===== src/rtl/dff_shift_unit_if.sv =====
// Bus bundle for dff_shift_unit: load/shift controls in, register state and handshake out.
// The chg port exists only when DSU_EDGE_DET_EN is defined.
interface dff_shift_unit_if #(
  parameter int WIDTH = 8,
  parameter int AMT_W = 4
);
  logic [WIDTH-1:0] d;
  logic             load;
  logic             start;
  logic [1:0]       op;
  logic [AMT_W-1:0] amt;
  logic             sin;
  logic [WIDTH-1:0] q;
  logic [WIDTH-1:0] q_bar;
  logic             sout;
  logic             busy;
  logic             done;
`ifdef DSU_EDGE_DET_EN
  logic [WIDTH-1:0] chg;

  modport master (output d, load, start, op, amt, sin,
                  input  q, q_bar, sout, busy, done, chg);
  modport slave  (input  d, load, start, op, amt, sin,
                  output q, q_bar, sout, busy, done, chg);
`else
  modport master (output d, load, start, op, amt, sin,
                  input  q, q_bar, sout, busy, done);
  modport slave  (input  d, load, start, op, amt, sin,
                  output q, q_bar, sout, busy, done);
`endif
endinterface


===== src/rtl/dff_shift_unit.sv =====
// WIDTH-bit register bank with complementary outputs, parallel load and a one-bit-per-clock
// shift/rotate engine. Define DSU_EDGE_DET_EN to add the per-bit toggle detector output chg.
module dff_shift_unit #(
  parameter int WIDTH = 8,
  parameter int AMT_W = 4
) (
  input  logic              clk,
  input  logic              rst,
  dff_shift_unit_if.slave   bus
);

  typedef enum logic {IDLE, SHIFT} state_t;

  state_t           state_q, state_d;
  logic [AMT_W-1:0] cnt_q, cnt_d;
  logic [1:0]       op_q, op_d;
  logic [WIDTH-1:0] shreg_q, shreg_d;
  logic [WIDTH-1:0] qbar_q, qbar_d;
  logic             sout_q, sout_d;
  logic             busy_q, busy_d;
  logic             done_q, done_d;
  logic             zpend_q, zpend_d;
  logic [WIDTH:0]   step;

  // One single-bit step; result is {bit leaving the register, new register value}.
  function automatic logic [WIDTH:0] shift_step(input logic [WIDTH-1:0] v,
                                                input logic [1:0]       mode,
                                                input logic             s);
    case (mode)
      2'b00:   shift_step = {v[WIDTH-1], v[WIDTH-2:0], s};
      2'b01:   shift_step = {v[0], s, v[WIDTH-1:1]};
      2'b10:   shift_step = {v[WIDTH-1], v[WIDTH-2:0], v[WIDTH-1]};
      default: shift_step = {v[0], v[0], v[WIDTH-1:1]};
    endcase
  endfunction

  assign step = shift_step(shreg_q, op_q, bus.sin);

  always_comb begin
    state_d = state_q;
    cnt_d   = cnt_q;
    op_d    = op_q;
    shreg_d = shreg_q;
    sout_d  = sout_q;
    busy_d  = busy_q;
    done_d  = 1'b0;
    zpend_d = 1'b0;
    case (state_q)
      IDLE: begin
        // A zero-length request spends one quiet cycle so done lands after edge N+1.
        if (zpend_q) begin
          done_d = 1'b1;
        end else if (bus.load) begin
          shreg_d = bus.d;
        end else if (bus.start) begin
          if (bus.amt == '0) begin
            zpend_d = 1'b1;
          end else begin
            op_d    = bus.op;
            cnt_d   = bus.amt;
            busy_d  = 1'b1;
            state_d = SHIFT;
          end
        end
      end
      SHIFT: begin
        shreg_d = step[WIDTH-1:0];
        sout_d  = step[WIDTH];
        cnt_d   = cnt_q - AMT_W'(1);
        if (cnt_q == AMT_W'(1)) begin
          busy_d  = 1'b0;
          done_d  = 1'b1;
          state_d = IDLE;
        end
      end
      default: state_d = IDLE;
    endcase
    qbar_d = ~shreg_d;
  end

  always_ff @(posedge clk) begin
    if (rst) begin
      state_q <= IDLE;
      cnt_q   <= '0;
      op_q    <= '0;
      shreg_q <= '0;
      qbar_q  <= '1;
      sout_q  <= 1'b0;
      busy_q  <= 1'b0;
      done_q  <= 1'b0;
      zpend_q <= 1'b0;
    end else begin
      state_q <= state_d;
      cnt_q   <= cnt_d;
      op_q    <= op_d;
      shreg_q <= shreg_d;
      qbar_q  <= qbar_d;
      sout_q  <= sout_d;
      busy_q  <= busy_d;
      done_q  <= done_d;
      zpend_q <= zpend_d;
    end
  end

`ifdef DSU_EDGE_DET_EN
  logic [WIDTH-1:0] chg_q, chg_d;

  always_comb begin
    chg_d = shreg_d ^ shreg_q;
  end

  always_ff @(posedge clk) begin
    if (rst) chg_q <= '0;
    else     chg_q <= chg_d;
  end

  assign bus.chg = chg_q;
`endif

  assign bus.q     = shreg_q;
  assign bus.q_bar = qbar_q;
  assign bus.sout  = sout_q;
  assign bus.busy  = busy_q;
  assign bus.done  = done_q;

endmodule


===== src/flat_wrapper.sv =====
// flat-port wrapper written by rule: the top's interface ports become plain ports
module dff_shift_unit_flat 
#(
  parameter int WIDTH = 8,
  parameter int AMT_W = 4
)
  (clk, rst, bus_d, bus_load, bus_start, bus_op, bus_amt, bus_sin, bus_q, bus_q_bar, bus_sout, bus_busy, bus_done);
  dff_shift_unit_if #(.WIDTH(WIDTH), .AMT_W(AMT_W)) bus_i ();
  input  logic clk;
  input  logic rst;
  input wire logic [$bits(bus_i.d)-1:0] bus_d;
  input wire logic [$bits(bus_i.load)-1:0] bus_load;
  input wire logic [$bits(bus_i.start)-1:0] bus_start;
  input wire logic [$bits(bus_i.op)-1:0] bus_op;
  input wire logic [$bits(bus_i.amt)-1:0] bus_amt;
  input wire logic [$bits(bus_i.sin)-1:0] bus_sin;
  output wire logic [$bits(bus_i.q)-1:0] bus_q;
  output wire logic [$bits(bus_i.q_bar)-1:0] bus_q_bar;
  output wire logic [$bits(bus_i.sout)-1:0] bus_sout;
  output wire logic [$bits(bus_i.busy)-1:0] bus_busy;
  output wire logic [$bits(bus_i.done)-1:0] bus_done;
  assign bus_i.d = bus_d;
  assign bus_i.load = bus_load;
  assign bus_i.start = bus_start;
  assign bus_i.op = bus_op;
  assign bus_i.amt = bus_amt;
  assign bus_i.sin = bus_sin;
  assign bus_q = bus_i.q;
  assign bus_q_bar = bus_i.q_bar;
  assign bus_sout = bus_i.sout;
  assign bus_busy = bus_i.busy;
  assign bus_done = bus_i.done;
  dff_shift_unit #(.WIDTH(WIDTH), .AMT_W(AMT_W)) u_core (.clk(clk), .rst(rst), .bus(bus_i));
endmodule

===== config.mk =====
export PLATFORM = sky130hd
export DESIGN_NAME = dff_shift_unit_flat
export DESIGN_NICKNAME = d
export VERILOG_FILES = /design/src/rtl/dff_shift_unit_if.sv /design/src/rtl/dff_shift_unit.sv /design/src/flat_wrapper.sv
export SDC_FILE = /design/constraint.sdc
export NUM_CORES = 1
export LEC_CHECK = 0
export BUFFER_PORTS_ARGS = -buffer_cell sky130_fd_sc_hd__buf_2
export CAP_MARGIN = 40
export CORE_MARGIN = 2
export CORE_UTILIZATION = 51
export DETAILED_ROUTE_END_ITERATION = 16
export GPL_TIMING_DRIVEN = 0
export PLACE_DENSITY = 0.78
export SLEW_MARGIN = 15
export SYNTH_ARGS = -nofsm -noshare
export SYNTH_HDL_FRONTEND = slang
export SYNTH_SLANG_ARGS = --single-unit
export TNS_END_PERCENT = 10

===== constraint.sdc =====
create_clock -name clk -period 1.5 [get_ports clk]
set_input_delay 0.375 -clock clk [delete_from_list [all_inputs] [get_ports clk]]
set_output_delay 0.375 -clock clk [all_outputs]
set_load 0.1 [all_outputs]

## After elaboration in Yosys (flattened, before gate mapping)

Cells that the tools add are included.

- Add/subtract/negate cells: 1
- Eq/ne operators: 8
- Mux-type cells: 25
- Bitwise operators: 6
- Reductions and logical operators: 6

Operator list:

| operator | count |
|---|---|
| 9-bit case mux with 3 select lines | 1 |
| 4-bit 2-to-1 mux | 4 |
| 8-bit 2-to-1 mux | 2 |
| 8-bit case mux with 2 select lines | 1 |
| 1-bit 2-to-1 mux | 13 |
| 2-bit inequality test, second input constant | 5 |
| 5-bit AND reduction | 2 |
| 8-bit inverter | 1 |
| 4-bit case mux with 2 select lines | 1 |
| 1-bit case mux with 2 select lines | 3 |
| 1-bit inverter | 5 |
| 5-bit OR reduction | 1 |
| 4-bit by 1-bit equality test with 1-bit output, second input constant | 1 |
| 4-bit zero test | 1 |
| 4-bit AND reduction | 1 |
| 4-bit by 1-bit subtractor with 4-bit output, second input constant | 1 |
| 2-bit by 1-bit equality test with 1-bit output, second input constant | 1 |
| 2-bit equality test, second input constant | 1 |
| 2-bit zero test | 1 |

- Register bits after elaboration: 27
- Input bits: 19
- Output and inout port bits: 19
- Word-level logic and storage cells: 55

## Longest topological paths before layout

- Word-level depth: 6
- Depth in mapped cells: 5
- Mapped depth without buffers: 5

## Worst setup path after synthesis

No wires, ideal clock.

- Path type: register to register
- Start point: register u_core.shreg_q[0] (netlist: u_core.bus.q[0])
- End point: register u_core.qbar_q[7] (netlist: u_core.bus.q_bar[7])
- Setup time: 0.127 ns
- Data arrival time: 1.688 ns
- Required time: 1.373 ns
- Setup slack: -0.315 ns
- Stages on the path, launching flop included: 4
- Clock period less this slack: 1.815 ns
- Cell sequence: dfxtp_1 -> mux2_2 -> a211oi_1 -> or3_1

- Cells in the longest elaborated chain, start to end: 3

Ends and longest elaborated chain:

| element | line | RTL |
|---|---|---|
| start: declaration | dff_shift_unit.sv:17 | `logic [WIDTH-1:0] shreg_q, shreg_d;` |
| start signal: assignment | dff_shift_unit.sv:96 | `shreg_q <= shreg_d;` |
| 9-bit case mux with 3 select lines | dff_shift_unit.sv:29 | `case (mode)` |
| 8-bit case mux with 2 select lines | dff_shift_unit.sv:48 | `case (state_q)` |
| 8-bit inverter | dff_shift_unit.sv:78 | `qbar_d = ~shreg_d;` |
| end signal: assignment | dff_shift_unit.sv:97 | `qbar_q <= qbar_d;` |
| end: declaration | dff_shift_unit.sv:18 | `logic [WIDTH-1:0] qbar_q, qbar_d;` |

Every way passes these cells.
A chain may end at the register's enable or synchronous reset.

## Worst setup path in the final report

- Start point: register u_core.qbar_q[0] (netlist: u_core.bus.q_bar[0])
- End point: output port bus_q_bar[0]

RTL lines:

| element | line | RTL |
|---|---|---|
| end: declaration | flat_wrapper.sv:18 | `output wire logic [$bits(bus_i.q_bar)-1:0] bus_q_bar;` |

No word-level cell between the ends.

==> Implementation_results.wiki <==
{| class="wikitable"
! Metric !! Value
|-
| Outcome || finished, final reports clean
|-
| Crit. path cell count || 1
|-
| Number of routed nets with antenna violations || 0
|-
| Detailed-route vias per instance || 5.89
|-
| P_leak || 0.655 nW
|-
| Library cells used by synthesis || 35
|-
| First-pass GRT wire length || 5290 um
|-
| Number of detailed-routing iterations run before antenna repair || 3
|-
| Initial antenna violation count || 0
|-
| Slew Viols, Final || 0
|-
| Clock latency on the worst-skew pair || 0.32 ns
|-
| Footprint of the multi-input gates || 732 um2
|-
| Overall global routing resource usage || 21.3%
|-
| Critical Path Slowest Stage Cell || sky130_fd_sc_hd__buf_2
|-
| Worst setup path class || reg -> out
|-
| Max Clk Rate || 687 MHz
|-
| Leftover overflow at the end of global routing || 0
|-
| Sequential cell area fraction in the yosys report || 40.1%
|-
| Maximum number of pins on one net before global-route repair || 15
|-
| Worst max-slew margin expressed relative to the limit || 61.3%
|-
| DRC viols || 0
|-
| Width of the die || 55.4 um
|-
| Top cell type by total area after synthesis || sky130_fd_sc_hd__dfxtp_1
|-
| Final critical-path required period || 1.46 ns
|-
| Top fanout value on the critical path || 1
|-
| Syn. warnings || 0
|-
| Standard cell area after detailed placement || 1570 um2
|-
| Clock tree root buffer cell || sky130_fd_sc_hd__clkbuf_4
|-
| Hold violation total from the final report || 0
|-
| Combined buffer and inverter count along the critical path || 1
|-
| ANT cells || 0
|-
| Post-detail-place hpwl || 2300 um
|-
| Largest stage delay, worst path || 0.42 ns
|-
| Total wirelength of the detailed-routed design || 3220 um
|-
| Utilization of the core after routing || 65.1%
|-
| Via total after detailed routing || 1167
|-
| Critical path launch point type || register
|-
| Worst hold path class || in -> reg
|-
| Kind of cell with the highest combined delay on the critical path || buffers and inverters
|-
| Placement Rows || 18
|-
| Area share of the leading cell type in the synthesized netlist || 40.1%
|-
| Setup clock skew after layout || 0.00406 ns
|-
| FILL cells || 221
|-
| Initial standard-cell utilization of the core || 53.9%
|-
| Post-route clock period utilization || 97.0%
|-
| Growth of design area from synthesis to finish || 20.7%
|-
| Max VDD drop || 0.000823 V
|-
| CTS clock-pin slew for the worst setup and hold paths || 0.15 ns
|-
| Power density over the cells || 1110 nW/um2
|-
| Worst Tran Pin Value || 0.581 ns
|-
| Total non-filler cell area in the finished layout || 1630 um2
|-
| Clock Sink Count || 27
|-
| Area used by sequential logic in the layout || 544 um2
|-
| Vertical extent of the die || 55.4 um
|-
| Total CTS buffers || 3
|-
| RSZ-0062 raised after global routing || false
|-
| Critical path data arrival time || 1.08 ns
|-
| Mapped Cells || 128
|-
| DR WL/cell || 16.3 um
|-
| # H-tree levels || 1
|-
| Worst slack after detailed placement || 0.00840 ns
|-
| Smallest setup slack after layout || 0.0450 ns
|-
| Worst Reg-to-Reg Cells || 4
|-
| Area of the placeable core || 2500 um2
|-
| Die area || 3070 um2
|-
| Setup violators final || 0
|-
| Number of violations of the max-capacitance limit || 0
|-
| Synthesized netlist net count || 149
|-
| Data required, critical path || 1.12 ns
|-
| Buffers added on ports || 36
|-
| Proportion of layout cells with a drive suffix above 1 || 38.7%
|-
| Synth area leaders || sky130_fd_sc_hd__dfxtp_1, sky130_fd_sc_hd__a211oi_2, sky130_fd_sc_hd__a211oi_1, sky130_fd_sc_hd__mux2i_1, sky130_fd_sc_hd__and3b_1
|-
| Maximum number of buffers from clock root to sink || 2
|-
| FF+latch count, synth || 27
|-
| Hold-fix buffers, CTS || 0
|-
| Via count of the first global-routing pass || 1130
|-
| Initial detailed-routing violation count || 21
|-
| Total power after layout || 0.00181 W
|-
| Post-layout net count || 190
|-
| CTS tree || done
|-
| I/O pin count || 38
|-
| Cell depth of the worst hold path || 3
|-
| Avg Synthesized Cell Area || 10.5 um2
|-
| Global placement routability congestion || 0.799
|-
| Endpoint type of the worst setup path || output pin
|-
| Series of cell instances along the critical path || buf_2
|-
| TNS Setup || 0 ns
|-
| Post-Synthesis Cell Area || 1350 um2
|}
-- through the flow --
stage,std cells,hold WS [ns]
finish,198,0.278
global route,198,0.271
CTS,198,0.285
floorplan,128,0.471
detailed placement,194,0.460
global placement,194,0.443
-- flip-flops by register name (all words and copies together) (netlist names) --
signal,cells
u_core.bus.q,8
u_core.cnt_q,4
u_core.bus.done,1
u_core.bus.q_bar,8
u_core.bus.sout,1
u_core.op_q,2
u_core.bus.busy,1
u_core.state_q,1
u_core.zpend_q,1
-- repair_timing --
item,in CTS,in global routing
buffers inserted,0,0
resized for setup,8,4
endpoints found under the setup margin,8,4
-- routing by layer --
metal,wire [um],up-vias,GRT usage [%]
met1,1500,570,27.6
met3,129,4,3.51
met2,1580,25,36.7
met4,22,0,5.57
met5,0,-,0
li1,-,568,-
-- layout make-up --
| type | instances | area share [%] |
|---|---|---|
| well taps | 30 | 2.31 |
| plain buffers | 12 | 3.69 |
| clock buffers | 4 | 1.62 |
| multi-input cells | 85 | 45.0 |
| repair buffers | 36 | 13.0 |
| flip-flops and latches | 27 | 33.5 |
| inverters | 4 | 0.923 |
-- final timing paths --
check                            startpoint                            to  slack, ns
max          u_core.bus.q_bar[0]$_SDFF_PP1_                  bus_q_bar[0]       0.04
min                               bus_op[1]   u_core.op_q[1]$_SDFFE_PP0P_       0.28
min reg2reg    u_core.bus.busy$_SDFFE_PP0P_  u_core.bus.busy$_SDFFE_PP0P_       0.48
max reg2reg       u_core.zpend_q$_SDFF_PP0_  u_core.cnt_q[2]$_SDFFE_PP0P_       0.19
-- power by group --
part / internal (W) / switching [W] / leakage [nW]
Clock: 0.000104 / 0.000217 / 0.0150
Combinational: 0.000172 / 0.000485 / 0.416
Sequential: 0.000779 / 0.0000477 / 0.224
-- layout by cell type (no fill, tap or decap), types with 5 or more instances in the layout --
cell,count
sky130_fd_sc_hd__a211o_1,7
sky130_fd_sc_hd__a211oi_1,11
sky130_fd_sc_hd__a211oi_2,7
sky130_fd_sc_hd__a21oi_1,7
sky130_fd_sc_hd__and3b_1,8
sky130_fd_sc_hd__buf_2,31
sky130_fd_sc_hd__buf_4,9
sky130_fd_sc_hd__clkbuf_1,5
sky130_fd_sc_hd__clkbuf_4,6
sky130_fd_sc_hd__dfxtp_1,24
sky130_fd_sc_hd__mux2i_1,8
-- synthesized netlist by cell type (all sizes together) --
cell type / n
nor2: 2
nand4bb: 1
clkbuf: 4
nor4: 2
xnor2: 1
xor2: 1
nor2b: 1
o31ai: 2
nand3: 3
a211o: 7
mux2: 2
nor4b: 1
o311ai: 1
nand2: 4
nor3: 3
or3b: 1
inv: 4
buf: 8
nor3b: 1
a221oi: 2
or4: 1
or3: 1
o211ai: 1
a21oi: 7
and3: 1
mux2i: 8
nand2b: 1
dfxtp: 27
ha: 2
a211oi: 18
o21ai: 2
and3b: 8
-- cell families after synthesis --
logic type	count (synthesis)	synth area share (%)
adder cells (fa/ha/maj)	2	1.86
AND/OR/NAND/NOR	31	18.5
AO/OA/AOI/OAI	40	25.1
XOR/XNOR	2	1.30
multiplexers	10	7.61
flip-flops	27	40.1
buffers and inverters	16	5.57
Power figures use the tool's default switching activity.
